==> src/rtl/bin2bcd_pkg.sv <==
// bin2bcd_pkg: shared types and constants for the sequential binary-to-BCD
// converter (bin2bcd_seq) and its per-digit correction cell (bcd_add3).
//   state_t      converter FSM state encoding
//   bcd_digit_t  one packed BCD digit
//   ADD3_THRESH  digit value at or above which the double-dabble +3 applies
package bin2bcd_pkg;

  typedef enum logic [1:0] {
    IDLE   = 2'd0,
    CONV   = 2'd1,
    FINISH = 2'd2
  } state_t;

  typedef logic [3:0] bcd_digit_t;

  localparam bcd_digit_t ADD3_THRESH = 4'd5;

endpackage

==> src/rtl/bcd_add3.sv <==
// bcd_add3: double-dabble digit correction, purely combinational.
// A digit of 5 or more becomes >= 10 after the following left shift, so
// adding 3 beforehand makes the shift carry into the next digit correctly.
// Ports:
//   digit      in   4   BCD digit before correction
//   digit_adj  out  4   digit + 3 when digit >= 5, otherwise digit
module bcd_add3
  import bin2bcd_pkg::*;
(
  input  bcd_digit_t digit,
  output bcd_digit_t digit_adj
);

  assign digit_adj = (digit >= ADD3_THRESH) ? bcd_digit_t'(digit + 4'd3) : digit;

endmodule

==> src/rtl/bin2bcd_seq.sv <==
// bin2bcd_seq: sequential double-dabble binary-to-BCD converter placed after
// the ALU; feeds packed BCD digits to the seven-segment display driver.
// One shift-and-correct iteration per clock, start/busy/done handshake.
//
// Parameters:
//   IN_W    width of the binary input (ALU result width), default 10
//   DIGITS  number of BCD digits on bcd_out, default 4
// Ports:
//   clk       in   1         clock, all logic on its rising edge
//   rst       in   1         synchronous active-high reset
//   start     in   1         conversion request, only sampled in IDLE
//   bin_in    in   IN_W      value captured on the edge that accepts start
//   busy      out  1         high while in CONV or FINISH
//   done      out  1         one-cycle pulse, bcd_out/overflow/neg valid from it
//   bcd_out   out  4*DIGITS  packed BCD, digit 0 in [3:0], held until next result
//   overflow  out  1         value did not fit in DIGITS digits
//   neg       out  1         sign of the input (signed build only, else 0)
//
// Build option: define BIN2BCD_SIGNED_EN to treat bin_in as two's complement;
// the magnitude is converted and the sign is reported on neg. Without it,
// bin_in is unsigned and neg is tied to 0.
//
// Timing: start accepted at edge 0, IN_W iterations on edges 1..IN_W, the
// FINISH state publishes the result on edge IN_W+1, so done is high in the
// cycle after that edge and the next start can be accepted on edge IN_W+2.
module bin2bcd_seq
  import bin2bcd_pkg::*;
#(
  parameter int IN_W   = 10,
  parameter int DIGITS = 4
) (
  input  logic                  clk,
  input  logic                  rst,
  input  logic                  start,
  input  logic [IN_W-1:0]       bin_in,
  output logic                  busy,
  output logic                  done,
  output logic [4*DIGITS-1:0]   bcd_out,
  output logic                  overflow,
  output logic                  neg
);

  // Scratch keeps one digit beyond the output so overflow can be detected.
  localparam int SW    = 4 * (DIGITS + 1);
  localparam int CNT_W = $clog2(IN_W);
  localparam logic [CNT_W-1:0] CNT_LAST = CNT_W'(IN_W - 1);

  state_t              state_reg, state_next;
  logic [IN_W-1:0]     shreg_reg;
  logic [SW-1:0]       scratch_reg;
  logic [CNT_W-1:0]    cnt_reg;
  logic [4*DIGITS-1:0] bcd_reg;
  logic                done_reg;
  logic                overflow_reg;

  logic [SW-1:0]       scratch_adj;
  logic [SW+IN_W-1:0]  shift_word;
  logic [IN_W-1:0]     load_mag;

  // Per-digit +3 correction ahead of the shift.
  generate
    for (genvar gi = 0; gi < DIGITS + 1; gi++) begin : g_add3
      bcd_add3 u_add3 (
        .digit     (scratch_reg[4*gi +: 4]),
        .digit_adj (scratch_adj[4*gi +: 4])
      );
    end
  endgenerate

  // {scratch, shreg} shifted left by one: the shreg MSB enters digit 0.
  assign shift_word = {scratch_adj, shreg_reg} << 1;

`ifdef BIN2BCD_SIGNED_EN
  logic sign_reg;
  logic neg_reg;
  // Two's-complement magnitude; the most negative value maps to 2^(IN_W-1),
  // which still fits IN_W bits when read as unsigned.
  assign load_mag = bin_in[IN_W-1] ? (~bin_in + IN_W'(1)) : bin_in;
  assign neg      = neg_reg;
`else
  assign load_mag = bin_in;
  assign neg      = 1'b0;
`endif

  always_comb begin
    state_next = state_reg;
    case (state_reg)
      IDLE:    if (start) state_next = CONV;
      CONV:    if (cnt_reg == CNT_LAST) state_next = FINISH;
      FINISH:  state_next = IDLE;
      default: state_next = IDLE;
    endcase
  end

  always_ff @(posedge clk) begin
    if (rst) begin
      state_reg    <= IDLE;
      shreg_reg    <= '0;
      scratch_reg  <= '0;
      cnt_reg      <= '0;
      bcd_reg      <= '0;
      done_reg     <= 1'b0;
      overflow_reg <= 1'b0;
`ifdef BIN2BCD_SIGNED_EN
      sign_reg     <= 1'b0;
      neg_reg      <= 1'b0;
`endif
    end else begin
      state_reg <= state_next;
      done_reg  <= 1'b0;
      case (state_reg)
        IDLE: begin
          if (start) begin
            shreg_reg   <= load_mag;
            scratch_reg <= '0;
            cnt_reg     <= '0;
`ifdef BIN2BCD_SIGNED_EN
            sign_reg    <= bin_in[IN_W-1];
`endif
          end
        end
        CONV: begin
          scratch_reg <= shift_word[SW+IN_W-1:IN_W];
          shreg_reg   <= shift_word[IN_W-1:0];
          cnt_reg     <= cnt_reg + CNT_W'(1);
        end
        FINISH: begin
          bcd_reg      <= scratch_reg[4*DIGITS-1:0];
          overflow_reg <= |scratch_reg[SW-1 -: 4];
          done_reg     <= 1'b1;
`ifdef BIN2BCD_SIGNED_EN
          neg_reg      <= sign_reg;
`endif
        end
        default: ;
      endcase
    end
  end

  assign busy     = (state_reg == CONV) || (state_reg == FINISH);
  assign done     = done_reg;
  assign bcd_out  = bcd_reg;
  assign overflow = overflow_reg;

endmodule
==> config.mk <==
export PLATFORM = sky130hd
export DESIGN_NAME = bin2bcd_seq
export DESIGN_NICKNAME = d
export VERILOG_FILES = /design/src/rtl/bin2bcd_pkg.sv /design/src/rtl/bcd_add3.sv /design/src/rtl/bin2bcd_seq.sv
export SDC_FILE = /design/constraint.sdc
export NUM_CORES = 1
export LEC_CHECK = 0
export ABC_AREA = 1
export CORE_MARGIN = 1.5
export CORE_UTILIZATION = 51
export DETAILED_ROUTE_END_ITERATION = 7
export GPL_TIMING_DRIVEN = 0
export HOLD_SLACK_MARGIN = 0.03
export PLACE_DENSITY = 0.83
export SETUP_SLACK_MARGIN = 0.05
export SLEW_MARGIN = 20
export SYNTH_ARGS = -nofsm -noshare
export SYNTH_HDL_FRONTEND = slang
export SYNTH_HIERARCHICAL = 1
export SYNTH_SLANG_ARGS = --single-unit
==> constraint.sdc <==
create_clock -name clk -period 1.35 [get_ports clk]
set_input_delay 0.2025 -clock clk [delete_from_list [all_inputs] [get_ports clk]]
set_output_delay 0.2025 -clock clk [all_outputs]
set_load 0.02 [all_outputs]
### Word level (Yosys, flattened, before mapping)

Cells that the tools add are included.

| operators by class | value |
|---|---|
| add/sub/neg operators | 6 |
| order comparisons | 5 |
| eq/ne operators | 5 |
| muxes and demuxes | 15 |
| reduce and logical (&&, ||, !) cells | 6 |

Operators by type and width:

| operator | count |
|---|---|
| $pmux 20 s2 | 1 |
| $ge 4x3->1 const B | 5 |
| $mux 20 | 1 |
| $mux 4 | 5 |
| $pmux 10 s2 | 1 |
| $add 4x2->4 const B | 4 |
| $mux 10 | 1 |
| $pmux 4 s2 | 1 |
| $add 4x1->4 const B | 1 |
| $eq 4x4->1 const B | 1 |
| $mux 2 | 2 |
| $ne 2x2->1 const B | 2 |
| $pmux 2 s2 | 1 |
| $reduce_and 2->1 | 2 |
| $reduce_or 4->1 | 1 |
| $add 3x2->3 const B | 1 |
| $mux 3 | 1 |
| $eq 2x1->1 const B | 1 |
| $eq 2x2->1 const B | 1 |
| $logic_not 2->1 | 1 |
| $reduce_bool 2->1 | 1 |
| $logic_or 1x1->1 | 1 |
| $mux 1 | 1 |

| word-level totals | value |
|---|---|
| register bits after elaboration | 54 |
| input port bits | 13 |
| output and inout bits | 20 |

### Depth between registers and ports, before layout

| logic depth | value |
|---|---|
| depth after elaboration | 3 |
| gate-level depth with buffers | 9 |
| depth with buffers taken out | 9 |

### Cells and area by module

Netlist, hierarchy kept.

By module, submodules not included:

| module | instances | cells an instance | area each (sq um) |
|---|---|---|---|
| bin2bcd_seq | 1 | 297 | 2359.8 |
| bcd_add3 | 5 | 23 | 135.1 |

### Least setup slack after synthesis

OpenSTA, ideal clock, no wires.

| path | value |
|---|---|
| kind | reg-to-reg |
| start point | register state_reg[0] |
| end point | register scratch_reg[10] |
| setup time | 143 ps |
| arrival | 1176 ps |
| required time | 1207 ps |
| path slack | 31 ps |
| stages on the path, launching flop included | 10 |
| period minus slack after synthesis | 1319 ps |
| path through | dfxtp_1 -> inv_1 -> ha_1 -> inv_2 -> nand2_2 -> nand2_4 -> inv_6 -> buf_12 -> nand2_2 -> a21oi_2 |

| between the ends | value |
|---|---|
| word-level cells in the longest chain between the ends | 3 |

RTL lines:

| element | RTL line | source |
|---|---|---|
| from (decl) | bin2bcd_seq.sv:48 | `state_t state_reg, state_next;` |
| from (signal assigned) | bin2bcd_seq.sv:109 | `state_reg <= state_next;` |
| $eq 2x1->1 / $logic_not 2->1 (equally long branches) | bin2bcd_seq.sv:111 | `case (state_reg)` |
| $reduce_bool 2->1 (no source line) / $ne 2x2->1 (equally long branches) | - |  |
| $reduce_and 2->1 (no source line) | - |  |
| to (signal assigned) | bin2bcd_seq.sv:123 | `scratch_reg <= shift_word[SW+IN_W-1:IN_W];` |
| to (decl) | bin2bcd_seq.sv:50 | `logic [SW-1:0] scratch_reg;` |

Parallel ways exist; a longest one is shown, timed or not.
A chain may end at the register's enable or synchronous reset.

### Worst setup path in the final report

| path | value |
|---|---|
| start point | register state_reg[0] |
| end point | register shreg_reg[9] |

| between the ends | value |
|---|---|
| word-level cells in the longest chain between the ends | 3 |

RTL lines:

| element | RTL line | source |
|---|---|---|
| $eq 2x1->1 / $logic_not 2->1 (equally long branches) | bin2bcd_seq.sv:111 |  |
| $reduce_bool 2->1 (no source line) / $ne 2x2->1 (equally long branches) | - |  |
| $reduce_and 2->1 (no source line) | - |  |
| to (signal assigned) | bin2bcd_seq.sv:114 | `shreg_reg <= load_mag;` |
| to (signal assigned) | bin2bcd_seq.sv:124 | `shreg_reg <= shift_word[IN_W-1:0];` |
| to (decl) | bin2bcd_seq.sv:49 | `logic [IN_W-1:0] shreg_reg;` |

Parallel ways exist; a longest one is shown, timed or not.

==> metrics.csv <==
stage;metric;value;unit
place;GPL Wtd Cong;0.833;
synthesis;YS warnings;6;
critical_path;R2R Setup Slk;0.007;ns
power;PwrDens;1610;mW/mm^2
cells_and_area;highest-count cells in the layout ignoring fill and taps;nand2_1 (81), nor2_1 (67), dfxtp_1 (42), nand2_2 (34), a21oi_2 (28);
power;maximum vdd drop;1360;uV
critical_path;Crit path required time;1.57;ns
sta;Slew @ Worst Pin;0.766;ns
place;Buffers on Ports;30;
power;Leak;1.61;nW
critical_path;critical path launch point type;flip-flop;
clock_tree;CTS Hold Bufs;0;
cells_and_area;antenna fix cells;0;
sta;Period minus WS final;1.34;ns
place;dpl hpwl;4510;um
cells_and_area;FF/Latch Area;0.00112;mm^2
routing;DR iter-0 viols;173;
routing;router iterations before antenna repair;4;
clock_tree;deepest clock path buffer count;2;
clock_tree;CTS tree;done;
worst_hold_path;hold endpoint;scratch_reg[8];
worst_hold_path;Hold Crit Start;rst;
floorplan;Starting Density;53.7;%
critical_path;worst r2r path cells;9;
synthesis;Mapped Cells;407;
critical_path;RR Startpoint;state_reg[0];
worst_hold_path;Hold Path Depth;2;
cells_and_area;area of the multi-input gates;0.00177;mm^2
worst_hold_path;HP Class;input pin to flip-flop;
cells_and_area;most common cell after layout, fill and taps aside;nand2_1;
routing;vias post-DR;2772;
outcome;outcome;completed;
power;Net Sw Power;2.55;mW
synthesis;Mapped Area;0.00301;mm^2
floorplan;# rows;27;
cells_and_area;fillers;466;
critical_path;crit path kind;flip-flop to flip-flop;
global_route;first-pass GRT wire length;11100;um
sta;final setup margin;0.00710;ns
routing;drt wl/cell;13.3;um
cells_and_area;Largest register FFs;20;
clock_tree;total CTS buffers;5;
critical_path;maximum fanout along the worst path;10;
global_route;all-layer global routing usage;22.1;%
global_route;vias in the first global route;2570;
cells_and_area;share of cells above drive strength 1;35.6;%
global_route;largest net degree at the start of global routing;20;
cells_and_area;nets;489;
cells_and_area;P&R area growth vs syn;26.7;%
sta;final setup vio count;0;
cells_and_area;non-filler cells, final;533;
routing;via/cell ratio;5.20;
job;max_cap viols;0;
place;placed cell count;509;
place;worst slack, placed;-0.330;ns
synthesis;Mean Syn Cell Area;7.39;um^2
routing;post-route ant nets;0;
sta;Hold Worst Slack;0.0614;ns
sta;crit share post-route;99.5;%
sta;Final Hold Viols;0;
clock_tree;Reg clk slew, reported paths;0.10;ns
synthesis;Post-Syn Nets;436;
power;Seq pwr share;36.0;%
critical_path;Arr. time, crit path;1.57;ns
floorplan;Die H;79.8;um
clock_tree;Max H-tree Level;2;
critical_path;r2r endpoint;shreg_reg[9];
sta;fin. max-slew vios;0;
power;Sw Share;41.5;%
sta;worst rel slew slack;48.9;%
global_route;antenna violations before repair;0;
sta;RSZ-0062 raised after global routing;yes;
floorplan;Core ar.;0.00561;mm^2
cells_and_area;post-layout util;68.0;%
power;internal power;3.59;mW
sta;fmax;0.745;GHz
critical_path;Crit. End Element;flip-flop;
routing;Post-route DRC;0;
sta;skew final;0.0171;ns
floorplan;Boundary Pins;33;
floorplan;Die ar.;0.00637;mm^2
clock_tree;clock sinks;54;
power;combinational share of power;47.8;%
power;clock power share;16.2;%
global_route;GRT Residual Overflow;0;
clock_tree;Root Driver;clkbuf_8;
clock_tree;latest clock arrival within the worst-skew pair;0.33;ns
floorplan;die outline width;79.8;um
routing;routed wire length;7090;um
[metal layers]
layer,share of wire (%),global-route usage [%]
met5,0,0
met2,52,39.2
met3,4.1,4.69
met1,42,26.2
met4,2.1,8.10
[final cells by class]
class                      count  area share (%)
clock buffer                   5            1.81
buffer                        17            4.63
multi-input combinational    300            46.4
inverter                      35            3.84
sequential                    54            29.5
tap                           72            2.36
timing repair buffer          47            10.8
clock inverter                 3           0.755
[through the flow]
step | setup TNS (ns) | area (um^2) | total power [mW]
after floorplan | 0 | 3010 | 3.92
after global placement | -5.82 | 3400 | 4.69
after detailed placement | -7.07 | 3400 | 4.75
after CTS | 0 | 3630 | 5.85
after global routing | -0.547 | 3810 | 6.50
final | 0 | 3810 | 6.14
[how the worst max path moves through the flow]
stage              startpoint        endpoint  cells past startpoint  slack [ns]
2_1_floorplan    state_reg[0]     bcd_out[10]                      7        0.06
3_3_place_gp     state_reg[0]      bcd_out[7]                      7       -0.30
3_5_place_dp     state_reg[0]     bcd_out[14]                      7       -0.33
4_1_cts          state_reg[1]            busy                      3        0.03
5_1_grt        scratch_reg[4]  scratch_reg[5]                      8       -0.07
6_report         state_reg[0]    shreg_reg[9]                      9       0.007
[power by group through the flow]
stage	registers (mW)	clock network, mW	logic [mW]
5_1_grt	2.25	1.06	3.19
2_1_floorplan	2.40	0	1.51
6_report	2.21	0.994	2.94
3_5_place_dp	2.20	0	2.55
3_3_place_gp	2.19	0	2.50
4_1_cts	2.18	0.999	2.67
[timing repair]
| action | in CTS | in global routing |
|---|---|---|
| setup endpoints to repair | 72 | 45 |
| pin swaps | 8 | 18 |
| cloned | 0 | 0 |
| buffers inserted | 6 | 11 |
| resized for setup | 66 | 51 |
[worst max-delay path, stage by stage (launching register included)]
cell     delay [ns]
dfxtp_4        0.40
inv_4          0.05
ha_4           0.18
inv_2          0.07
nand2_2        0.06
nand2_4        0.11
inv_6          0.06
buf_8          0.14
nor2_2         0.11
nor2_1         0.06
(Power assumes the default switching activity.)
